## config.mk

```make
export PLATFORM = sky130hd
export DESIGN_NAME = multicycle_control_unit
export DESIGN_NICKNAME = d
export VERILOG_FILES = /design/src/rtl/riscv_ctrl_pkg.sv /design/src/rtl/multicycle_control_unit_alu_decoder.sv /design/src/rtl/multicycle_control_unit.sv
export SDC_FILE = /design/constraint.sdc
export NUM_CORES = 1
export LEC_CHECK = 0
export ABC_AREA = 1
export BUFFER_PORTS_ARGS = -buffer_cell sky130_fd_sc_hd__buf_2
export CAP_MARGIN = 20
export CORE_MARGIN = 2
export CORE_UTILIZATION = 56
export CTS_CLUSTER_DIAMETER = 40
export CTS_CLUSTER_SIZE = 10
export DETAILED_ROUTE_END_ITERATION = 8
export GPL_TIMING_DRIVEN = 0
export PLACE_DENSITY = 0.85
export RECOVER_POWER = 50
export SYNTH_ARGS = -nofsm -noshare
export SYNTH_HDL_FRONTEND = slang
export SYNTH_HIERARCHICAL = 1
export SYNTH_SLANG_ARGS = --single-unit
```

## constraint.sdc

```tcl
create_clock -name Clk -period 2.1 [get_ports Clk]
set_input_delay 0 -clock Clk [delete_from_list [all_inputs] [get_ports Clk]]
set_output_delay 0 -clock Clk [all_outputs]
set_load 0.02 [all_outputs]
```

## src/rtl/riscv_ctrl_pkg.sv

```systemverilog
// Shared encodings and decode helpers for the multicycle RISC-V control unit.
package riscv_ctrl_pkg;

  typedef enum logic [3:0] {
    IDLE    = 4'd0,
    FETCH   = 4'd1,
    DECODE  = 4'd2,
    MEMADR  = 4'd3,
    MEMREAD = 4'd4,
    MEMWB   = 4'd5,
    MEMWR   = 4'd6,
    EXECR   = 4'd7,
    EXECI   = 4'd8,
    ALUWB   = 4'd9,
    BEQ     = 4'd10,
    JAL     = 4'd11,
    TRAP    = 4'd12
  } state_e;

  // Opcodes
  localparam logic [6:0] OP_LW  = 7'b0000011;
  localparam logic [6:0] OP_SW  = 7'b0100011;
  localparam logic [6:0] OP_R   = 7'b0110011;
  localparam logic [6:0] OP_I   = 7'b0010011;
  localparam logic [6:0] OP_BEQ = 7'b1100011;
  localparam logic [6:0] OP_JAL = 7'b1101111;

  // ALUControl
  localparam logic [2:0] ALU_ADD = 3'b000;
  localparam logic [2:0] ALU_SUB = 3'b001;
  localparam logic [2:0] ALU_AND = 3'b010;
  localparam logic [2:0] ALU_OR  = 3'b011;
  localparam logic [2:0] ALU_SLT = 3'b101;

  // ALUOp
  localparam logic [1:0] ALUOP_ADD   = 2'b00;
  localparam logic [1:0] ALUOP_SUB   = 2'b01;
  localparam logic [1:0] ALUOP_FUNCT = 2'b10;

  // ResultSrc
  localparam logic [1:0] RES_ALUOUT    = 2'b00;
  localparam logic [1:0] RES_READDATA  = 2'b01;
  localparam logic [1:0] RES_ALURESULT = 2'b10;

  // ALUSrcA / ALUSrcB
  localparam logic [1:0] SRCA_PC    = 2'b00;
  localparam logic [1:0] SRCA_OLDPC = 2'b01;
  localparam logic [1:0] SRCA_RD1   = 2'b10;
  localparam logic [1:0] SRCB_RD2   = 2'b00;
  localparam logic [1:0] SRCB_IMM   = 2'b01;
  localparam logic [1:0] SRCB_FOUR  = 2'b10;

  // ImmSrc
  localparam logic [1:0] IMM_I = 2'b00;
  localparam logic [1:0] IMM_S = 2'b01;
  localparam logic [1:0] IMM_B = 2'b10;
  localparam logic [1:0] IMM_J = 2'b11;

  // Immediate format implied by the opcode; unknown opcodes fall back to I.
  function automatic logic [1:0] imm_src_f(input logic [6:0] op);
    logic [1:0] imm;
    case (op)
      OP_SW:   imm = IMM_S;
      OP_BEQ:  imm = IMM_B;
      OP_JAL:  imm = IMM_J;
      default: imm = IMM_I;
    endcase
    return imm;
  endfunction

  // Funct3 values the ALU decoder actually implements.
  function automatic logic funct3_alu_ok_f(input logic [2:0] f3);
    logic ok;
    case (f3)
      3'b000, 3'b010, 3'b110, 3'b111: ok = 1'b1;
      default:                        ok = 1'b0;
    endcase
    return ok;
  endfunction

  // State that follows DECODE; anything unsupported lands in TRAP.
  function automatic state_e decode_next_f(input logic [6:0] op, input logic [2:0] f3);
    state_e nxt;
    case (op)
      OP_LW, OP_SW: nxt = MEMADR;
      OP_R:         nxt = funct3_alu_ok_f(f3) ? EXECR : TRAP;
      OP_I:         nxt = funct3_alu_ok_f(f3) ? EXECI : TRAP;
      OP_BEQ:       nxt = (f3 == 3'b000) ? BEQ : TRAP;
      OP_JAL:       nxt = JAL;
      default:      nxt = TRAP;
    endcase
    return nxt;
  endfunction

endpackage

```

## src/rtl/multicycle_control_unit_alu_decoder.sv

```systemverilog
// Combinational ALU decoder: maps ALUOp and instruction fields to ALUControl.
module alu_decoder
  import riscv_ctrl_pkg::*;
(
  input  logic [1:0] alu_op_i,
  input  logic [2:0] funct3_i,
  input  logic       op5_i,
  input  logic       funct7b5_i,
  output logic [2:0] alu_control_o
);

  // Select the ALU operation; only register-register forms may subtract.
  always_comb begin
    alu_control_o = ALU_ADD;
    case (alu_op_i)
      ALUOP_ADD: alu_control_o = ALU_ADD;
      ALUOP_SUB: alu_control_o = ALU_SUB;
      ALUOP_FUNCT: begin
        case (funct3_i)
          3'b000: begin
            if (op5_i && funct7b5_i) alu_control_o = ALU_SUB;
            else                     alu_control_o = ALU_ADD;
          end
          3'b010:  alu_control_o = ALU_SLT;
          3'b110:  alu_control_o = ALU_OR;
          3'b111:  alu_control_o = ALU_AND;
          default: alu_control_o = ALU_ADD;
        endcase
      end
      default: alu_control_o = ALU_ADD;
    endcase
  end

endmodule

```

## src/rtl/multicycle_control_unit.sv

```systemverilog
// Multicycle RISC-V control FSM with memory request/ready handshake and retire counter.
module multicycle_control_unit
  import riscv_ctrl_pkg::*;
#(
  parameter int CNT_W = 32
) (
  input  logic             Clk,
  input  logic             Rst_n,
  input  logic [6:0]       Op,
  input  logic [2:0]       Funct3,
  input  logic             Funct7b5,
  input  logic             Zero,
  input  logic             MemReady,
  output logic             MemReq,
  output logic             MemWrite,
  output logic             AdrSrc,
  output logic             IRWrite,
  output logic             PCWrite,
  output logic             RegWrite,
  output logic [1:0]       ResultSrc,
  output logic [1:0]       ALUSrcA,
  output logic [1:0]       ALUSrcB,
  output logic [1:0]       ImmSrc,
  output logic [2:0]       ALUControl,
  output logic             Illegal,
  output logic [CNT_W-1:0] InstrCount
);

  state_e           state_q, state_d;
  logic [CNT_W-1:0] cnt_q, cnt_d;
  logic [1:0]       alu_op_s;
  logic             retire_s;

  alu_decoder u_alu_decoder (
    .alu_op_i      (alu_op_s),
    .funct3_i      (Funct3),
    .op5_i         (Op[5]),
    .funct7b5_i    (Funct7b5),
    .alu_control_o (ALUControl)
  );

  // State and retire-counter registers; reset abandons any instruction in flight.
  always_ff @(posedge Clk or negedge Rst_n) begin
    if (!Rst_n) begin
      state_q <= IDLE;
      cnt_q   <= '0;
    end else begin
      state_q <= state_d;
      cnt_q   <= cnt_d;
    end
  end

  // Next-state and datapath controls; MemReady and Zero are the only Mealy terms.
  always_comb begin
    state_d   = state_q;
    MemReq    = 1'b0;
    MemWrite  = 1'b0;
    AdrSrc    = 1'b0;
    IRWrite   = 1'b0;
    PCWrite   = 1'b0;
    RegWrite  = 1'b0;
    ResultSrc = RES_ALUOUT;
    ALUSrcA   = SRCA_PC;
    ALUSrcB   = SRCB_RD2;
    ImmSrc    = IMM_I;
    Illegal   = 1'b0;
    alu_op_s  = ALUOP_ADD;
    retire_s  = 1'b0;

    // IDLE drives every output low, including the immediate format.
    if (state_q == IDLE) ImmSrc = IMM_I;
    else                 ImmSrc = imm_src_f(Op);

    case (state_q)
      IDLE: state_d = FETCH;
      FETCH: begin
        MemReq    = 1'b1;
        ALUSrcA   = SRCA_PC;
        ALUSrcB   = SRCB_FOUR;
        ResultSrc = RES_ALURESULT;
        IRWrite   = MemReady;
        PCWrite   = MemReady;
        if (MemReady) state_d = DECODE;
        else          state_d = FETCH;
      end
      DECODE: begin
        // Branch target is precomputed into ALUOut here.
        ALUSrcA = SRCA_OLDPC;
        ALUSrcB = SRCB_IMM;
        state_d = decode_next_f(Op, Funct3);
      end
      MEMADR: begin
        ALUSrcA = SRCA_RD1;
        ALUSrcB = SRCB_IMM;
        if (Op == OP_LW) state_d = MEMREAD;
        else             state_d = MEMWR;
      end
      MEMREAD: begin
        MemReq = 1'b1;
        AdrSrc = 1'b1;
        if (MemReady) state_d = MEMWB;
        else          state_d = MEMREAD;
      end
      MEMWB: begin
        ResultSrc = RES_READDATA;
        RegWrite  = 1'b1;
        retire_s  = 1'b1;
        state_d   = FETCH;
      end
      MEMWR: begin
        MemReq   = 1'b1;
        MemWrite = 1'b1;
        AdrSrc   = 1'b1;
        if (MemReady) begin
          retire_s = 1'b1;
          state_d  = FETCH;
        end else begin
          state_d  = MEMWR;
        end
      end
      EXECR: begin
        ALUSrcA  = SRCA_RD1;
        ALUSrcB  = SRCB_RD2;
        alu_op_s = ALUOP_FUNCT;
        state_d  = ALUWB;
      end
      EXECI: begin
        ALUSrcA  = SRCA_RD1;
        ALUSrcB  = SRCB_IMM;
        alu_op_s = ALUOP_FUNCT;
        state_d  = ALUWB;
      end
      ALUWB: begin
        RegWrite = 1'b1;
        retire_s = 1'b1;
        state_d  = FETCH;
      end
      BEQ: begin
        ALUSrcA  = SRCA_RD1;
        ALUSrcB  = SRCB_RD2;
        alu_op_s = ALUOP_SUB;
        PCWrite  = Zero;
        retire_s = 1'b1;
        state_d  = FETCH;
      end
      JAL: begin
        // Jump target from ALUOut into PC while PC+4 is formed for rd.
        ALUSrcA = SRCA_OLDPC;
        ALUSrcB = SRCB_FOUR;
        PCWrite = 1'b1;
        state_d = ALUWB;
      end
      TRAP: begin
        Illegal = 1'b1;
        state_d = TRAP;
      end
      default: begin
        // Corrupted state encoding is treated like an illegal instruction.
        Illegal = 1'b1;
        state_d = TRAP;
      end
    endcase

    if (retire_s) cnt_d = cnt_q + {{(CNT_W-1){1'b0}}, 1'b1};
    else          cnt_d = cnt_q;
  end

  assign InstrCount = cnt_q;

endmodule

```

Word level (Yosys, flattened, before mapping)
Index checks and enable logic that the tools add are counted.

word-level totals
  register bits = 36
  input bits = 15
  output and inout bits = 50
  logic and storage cells = 74

cells by class
  $add $sub $neg = 1
  eq/ne operators = 22
  mux-type cells = 32
  reduce and logical (&&, ||, !) cells = 17

operators by type and width
  operator               number
  $add 32x1->32 const B  1
  $pmux 4 s7             1
  $pmux 4 s5             1
  $eq 4x3->1 const B     4
  $eq 4x4->1 const B     4
  $pmux 2 s2             4
  $eq 7x6->1 const B     2
  $eq 7x7->1 const B     2
  $mux 1                 14
  $pmux 3 s4             1
  $reduce_or 12->1       1
  $reduce_or 2->1        6
  $reduce_or 3->1        4
  $reduce_or 4->1        3
  $mux 3                 3
  $eq 4x2->1 const B     2
  $eq 7x2->1 const B     1
  $eq 7x5->1 const B     1
  $eq 3x3->1 const B     2
  $mux 2                 3
  $pmux 2 s3             1
  $pmux 3 s2             1
  $eq 4x1->1 const B     1
  $logic_not 4->1        1
  8 further kinds        8

Depth between registers and ports, before layout
  depth after elaboration = 8
  gate-level depth with buffers = 11
  mapped depth without buffers = 11

Hierarchy
Netlist, hierarchy kept.

modules (own cells, without submodules)
  module                   instances  cells each  area an instance (um^2)  seq. area each (um^2)
  multicycle_control_unit  1          430         2642.5                   900.9
  alu_decoder              1          17          91.3                     0.0

Least setup slack after synthesis
OpenSTA, ideal clock, no wires.

  path kind = reg-to-output
  start point = register state_q[3]
  end point = output port ALUControl[2]
  data arrival time = 1.588 ns
  data required time = 2.100 ns
  slack = 0.512 ns
  cell stages (with the launch flop) = 10
  buffers on the path = 0
  cells stage by stage = dfrtp_1 inv_1 nand2_1 nor2_1 nor2_1 inv_1 ha_1 inv_1 nand4_1 nor2_1

between the ends
  longest elaborated chain between the ends = 5

RTL lines
  item                                      line                                       source
  from (decl)                               multicycle_control_unit.sv:29              state_e state_q, state_d;
  from (signal assigned)                    multicycle_control_unit.sv:48              state_q <= state_d;
  $eq 4x4->1 or $eq 4x3->1 (tied branches)  multicycle_control_unit.sv:74              case (state_q)
  $reduce_or 2->1 (no source line)          --
  $pmux 2 s2 *                              multicycle_control_unit.sv:74
  named net alu_op_s[1]                     multicycle_control_unit.sv:31              logic [1:0] alu_op_s;
  $eq 2x2->1 or $eq 2x1->1 (tied branches)  multicycle_control_unit_alu_decoder.sv:15  case (alu_op_i)
  $pmux 3 s2 *                              multicycle_control_unit_alu_decoder.sv:15
  to (decl)                                 multicycle_control_unit.sv:24              output logic [2:0] ALUControl,

The timed path passes the listed nets; every way through them passes the cells marked *.

Final worst setup path
  start point = register state_q[0]
  end point = output port ALUControl[2]

Same word-level chain as after synthesis.

==> flow_summary.yaml <==
status:
  status: "complete, no violations"
cts:
  tritoncts.num_buffers: 5
  cts-root-to-sink-buffers: 2
  path_clk_slew_ps: 70
  clock-root-buffer: "clkbuf_8"
  htreeDepth: 2
  cts.sink_count: 36
  worst_skew_pair.late_latency_ps: 290
  cts_tree: "yes"
run:
  cap_viol_max_count: 0
grt:
  global_route_wire_length_before_repair_um: 11450
  grt_start_max_net_pins: 37
  grt_pass1_vias: 2587
  globalRoute.totalOverflow: 0
  grt_antenna_before_repair: 0
  globalRouteTotalUtil: 0.2692
timing:
  max_clock_freq_ghz: 0.5377
  period_minus_slack_ps: 1860
  finalSetupViolations: 0
  fin_setup_tns_ps: 0
  rsz0062_at_grt: "no"
  timing_worst_slew_pin_value_ps: 870.5
  clock_skew_ps: 5.096
  hold_viol_final: 0
  maxSlewHeadroom: 0.4197
  drv_slew: 0
  fin_crit_sh: 0.8856
worst_hold_path:
  holdPathEnd: "state_q[0]"
  worstHoldPathType: "in2reg"
  holdPathStages: 5
  worst_hold_startpoint: "MemReady"
floorplanning:
  fp-row-count: 25
  die_area_mm2: 0.005457
  initial_core_util: 0.5788
  core_mm2: 0.004723
  chipHeight_um: 73.87
  ios: 65
  die_w_um: 73.87
layout:
  fillCellCount: 448
  layout-drive-gt1-share: 0.1363
  antennaDiodeCount: 0
  flow.area_growth_from_synthesis_pct: 18.99
  design.final.nets: 538
  multiInputGateArea_mm2: 0.001572
  final-seq-area_um2: 902.1
  fin_area_mm2: 0.003253
worst_setup_path:
  worst_reg_to_reg_setup_slack_ps: 480
  worst_r2r_endpoint: "InstrCount[24]"
  path_max_fanout: 4
  rr_startpoint: "InstrCount[0]"
  critical_path_class: "reg2out"
  startpoint_type: "flip-flop"
  worst_ep_required_time_ps: 2100
  ff2ff_path_depth: 8
  worstPathArrival_ps: 1860
  setup.worst_path.end_class: "primary output"
route:
  dr.pass1.iters: 5
  routedWlPerCell_um: 11.41
  initialDrtViolationCount: 182
  ant_nets: 0
  routed-via-count: 2934
  aggregate_routed_wire_length_um: 6710
  drc_markers: 0
  vias_per_cell: 4.990
logic_synthesis:
  yosys.area_share.adder: 0.01373
  synthSimpleGateAreaFrac: 0.4805
  yosys_warnings: 6
  synth_compound_gate_area_share: 0.02838
  post_synthesis_sequential_element_count: 36
  synthXorXnorAreaFrac: 0.04485
  syn_area_per_cell_um2: 6.116
  synth_seq_area_share: 0.3295
  syn-instance-count: 447
  synth.net_count: 465
  synth_cell_types: 28
  synth_top_family_by_area: "simple AND/OR/NAND/NOR gates"
  muxShareOfSynthArea: 0
  synth.cell_area_mm2: 0.002734
place:
  dpl_cell_area_mm2: 0.003138
  port_buffers: 64
  dp_hpwl_um: 5279
  gp_routability_congestion: 0.9114
power_and_ir_drop:
  power_density_mw_per_mm2: 417.9
  irDropWorstVdd_v: 0.0005329
  cellLeakagePower_nw: 1.674
## layer usage
metal	wire [um]	share of wire	up-vias	GRT usage
met1	3099	0.46	1310	0.3579
met2	3019	0.45	111	0.4226
met4	126	0.019	0	0.1091
li1	-	-	1500	-
met3	464	0.069	13	0.06036
met5	0	0	-	0
## power by group
group | total (mW) | internal (mW) | switching (mW)
clock network | 0.617 | 0.351 | 0.266
logic | 0.0502 | 0.0169 | 0.0333
registers | 0.693 | 0.693 | 0
total | 1.36 | 1.06 | 0.299
## cell usage in the layout, fill, tap and decap left out, types with 3 or more instances in the layout
cell type	count
nand3_1	26
xnor2_1	6
nand4_1	5
buf_4	3
inv_1	53
dfrtp_1	35
nand3b_1	3
buf_2	33
nand2_1	190
nor3_1	3
xor2_1	8
nor2_2	6
clkbuf_8	5
clkbuf_1	30
o21ai_1	5
nand2_2	5
a21oi_1	3
inv_2	5
o21ai_0	4
nor2_1	73
## timing repair
| action | CTS | global route |
|---|---|---|
| resized for setup | 0 | 8 |
| buffers inserted | 0 | 1 |
| setup endpoints to repair | 0 | 3 |
| hold buffers | 1 | 0 |
| endpoints found under the hold margin | 36 | 0 |
## kinds of logic after synthesis
kind of cell | Yosys count
fa+ha+maj | 3
buf+inv | 63
compound gates | 14
simple gates | 317
flops | 36
xor+xnor | 14
## sequential cells by signal, indices dropped and copies added, names as in the netlist
signal      count
InstrCount     32
state_q         4
## worst max-delay path: stages (launching register included)
cell and delay [ps]:
dfrtp_2 440, nor2_2 130, inv_1 70, nor2_1 110, nor2_2 70, inv_1 100, ha_4 210, inv_1 70
nand4_1 100, nor2_1 120, buf_4 150
## cell type report
class / count / area share
inverter: 58 / 0.06692
tap: 67 / 0.02577
clock buffer: 5 / 0.02115
timing repair buffer: 66 / 0.09308
clock inverter: 3 / 0.01308
multi-input combinational: 348 / 0.4831
sequential: 36 / 0.2773
buffer: 5 / 0.01962
## Yosys cell counts (all sizes together)
library cell / n / area share
nand2: 196 / 0.28
nor2: 80 / 0.12
nor3: 3 / 0.0055
buf: 5 / 0.023
o22ai: 1 / 0.0023
and3: 1 / 0.0023
o2111a: 1 / 0.0041
xor2: 8 / 0.026
nand3: 29 / 0.061
dfrtp: 36 / 0.33
nand3b: 3 / 0.0082
nand4: 5 / 0.011
inv: 58 / 0.080
xnor2: 6 / 0.019
o21ai: 9 / 0.016
ha: 3 / 0.014
a21oi: 3 / 0.0055
## stage by stage
stage,worst slack (ps),cells,total power [mW],hold slack (ps),util
after floorplan,512.0,447,0.7229,-295.6,-
after global placement,441.3,578,0.7544,114.3,0.6644
after detailed placement,384.0,578,0.7560,126.5,0.6644
after CTS,52.17,587,1.366,73.60,0.6901
after global routing,36.13,588,1.408,122.3,0.6887
final,240.3,588,1.360,86.41,0.6887
## how the worst max path moves through the flow
stage	start	endpoint	slack (ps)	cells past startpoint
finish	state_q[0]	ALUControl[2]	240	10
global route	state_q[2]	ALUControl[2]	40	11
CTS	state_q[3]	ALUControl[2]	50	10
detailed placement	state_q[3]	ALUControl[2]	380	10
global placement	state_q[3]	ALUControl[2]	440	10
floorplan	state_q[3]	ALUControl[2]	510	9
Power figures use the tool's default switching activity.
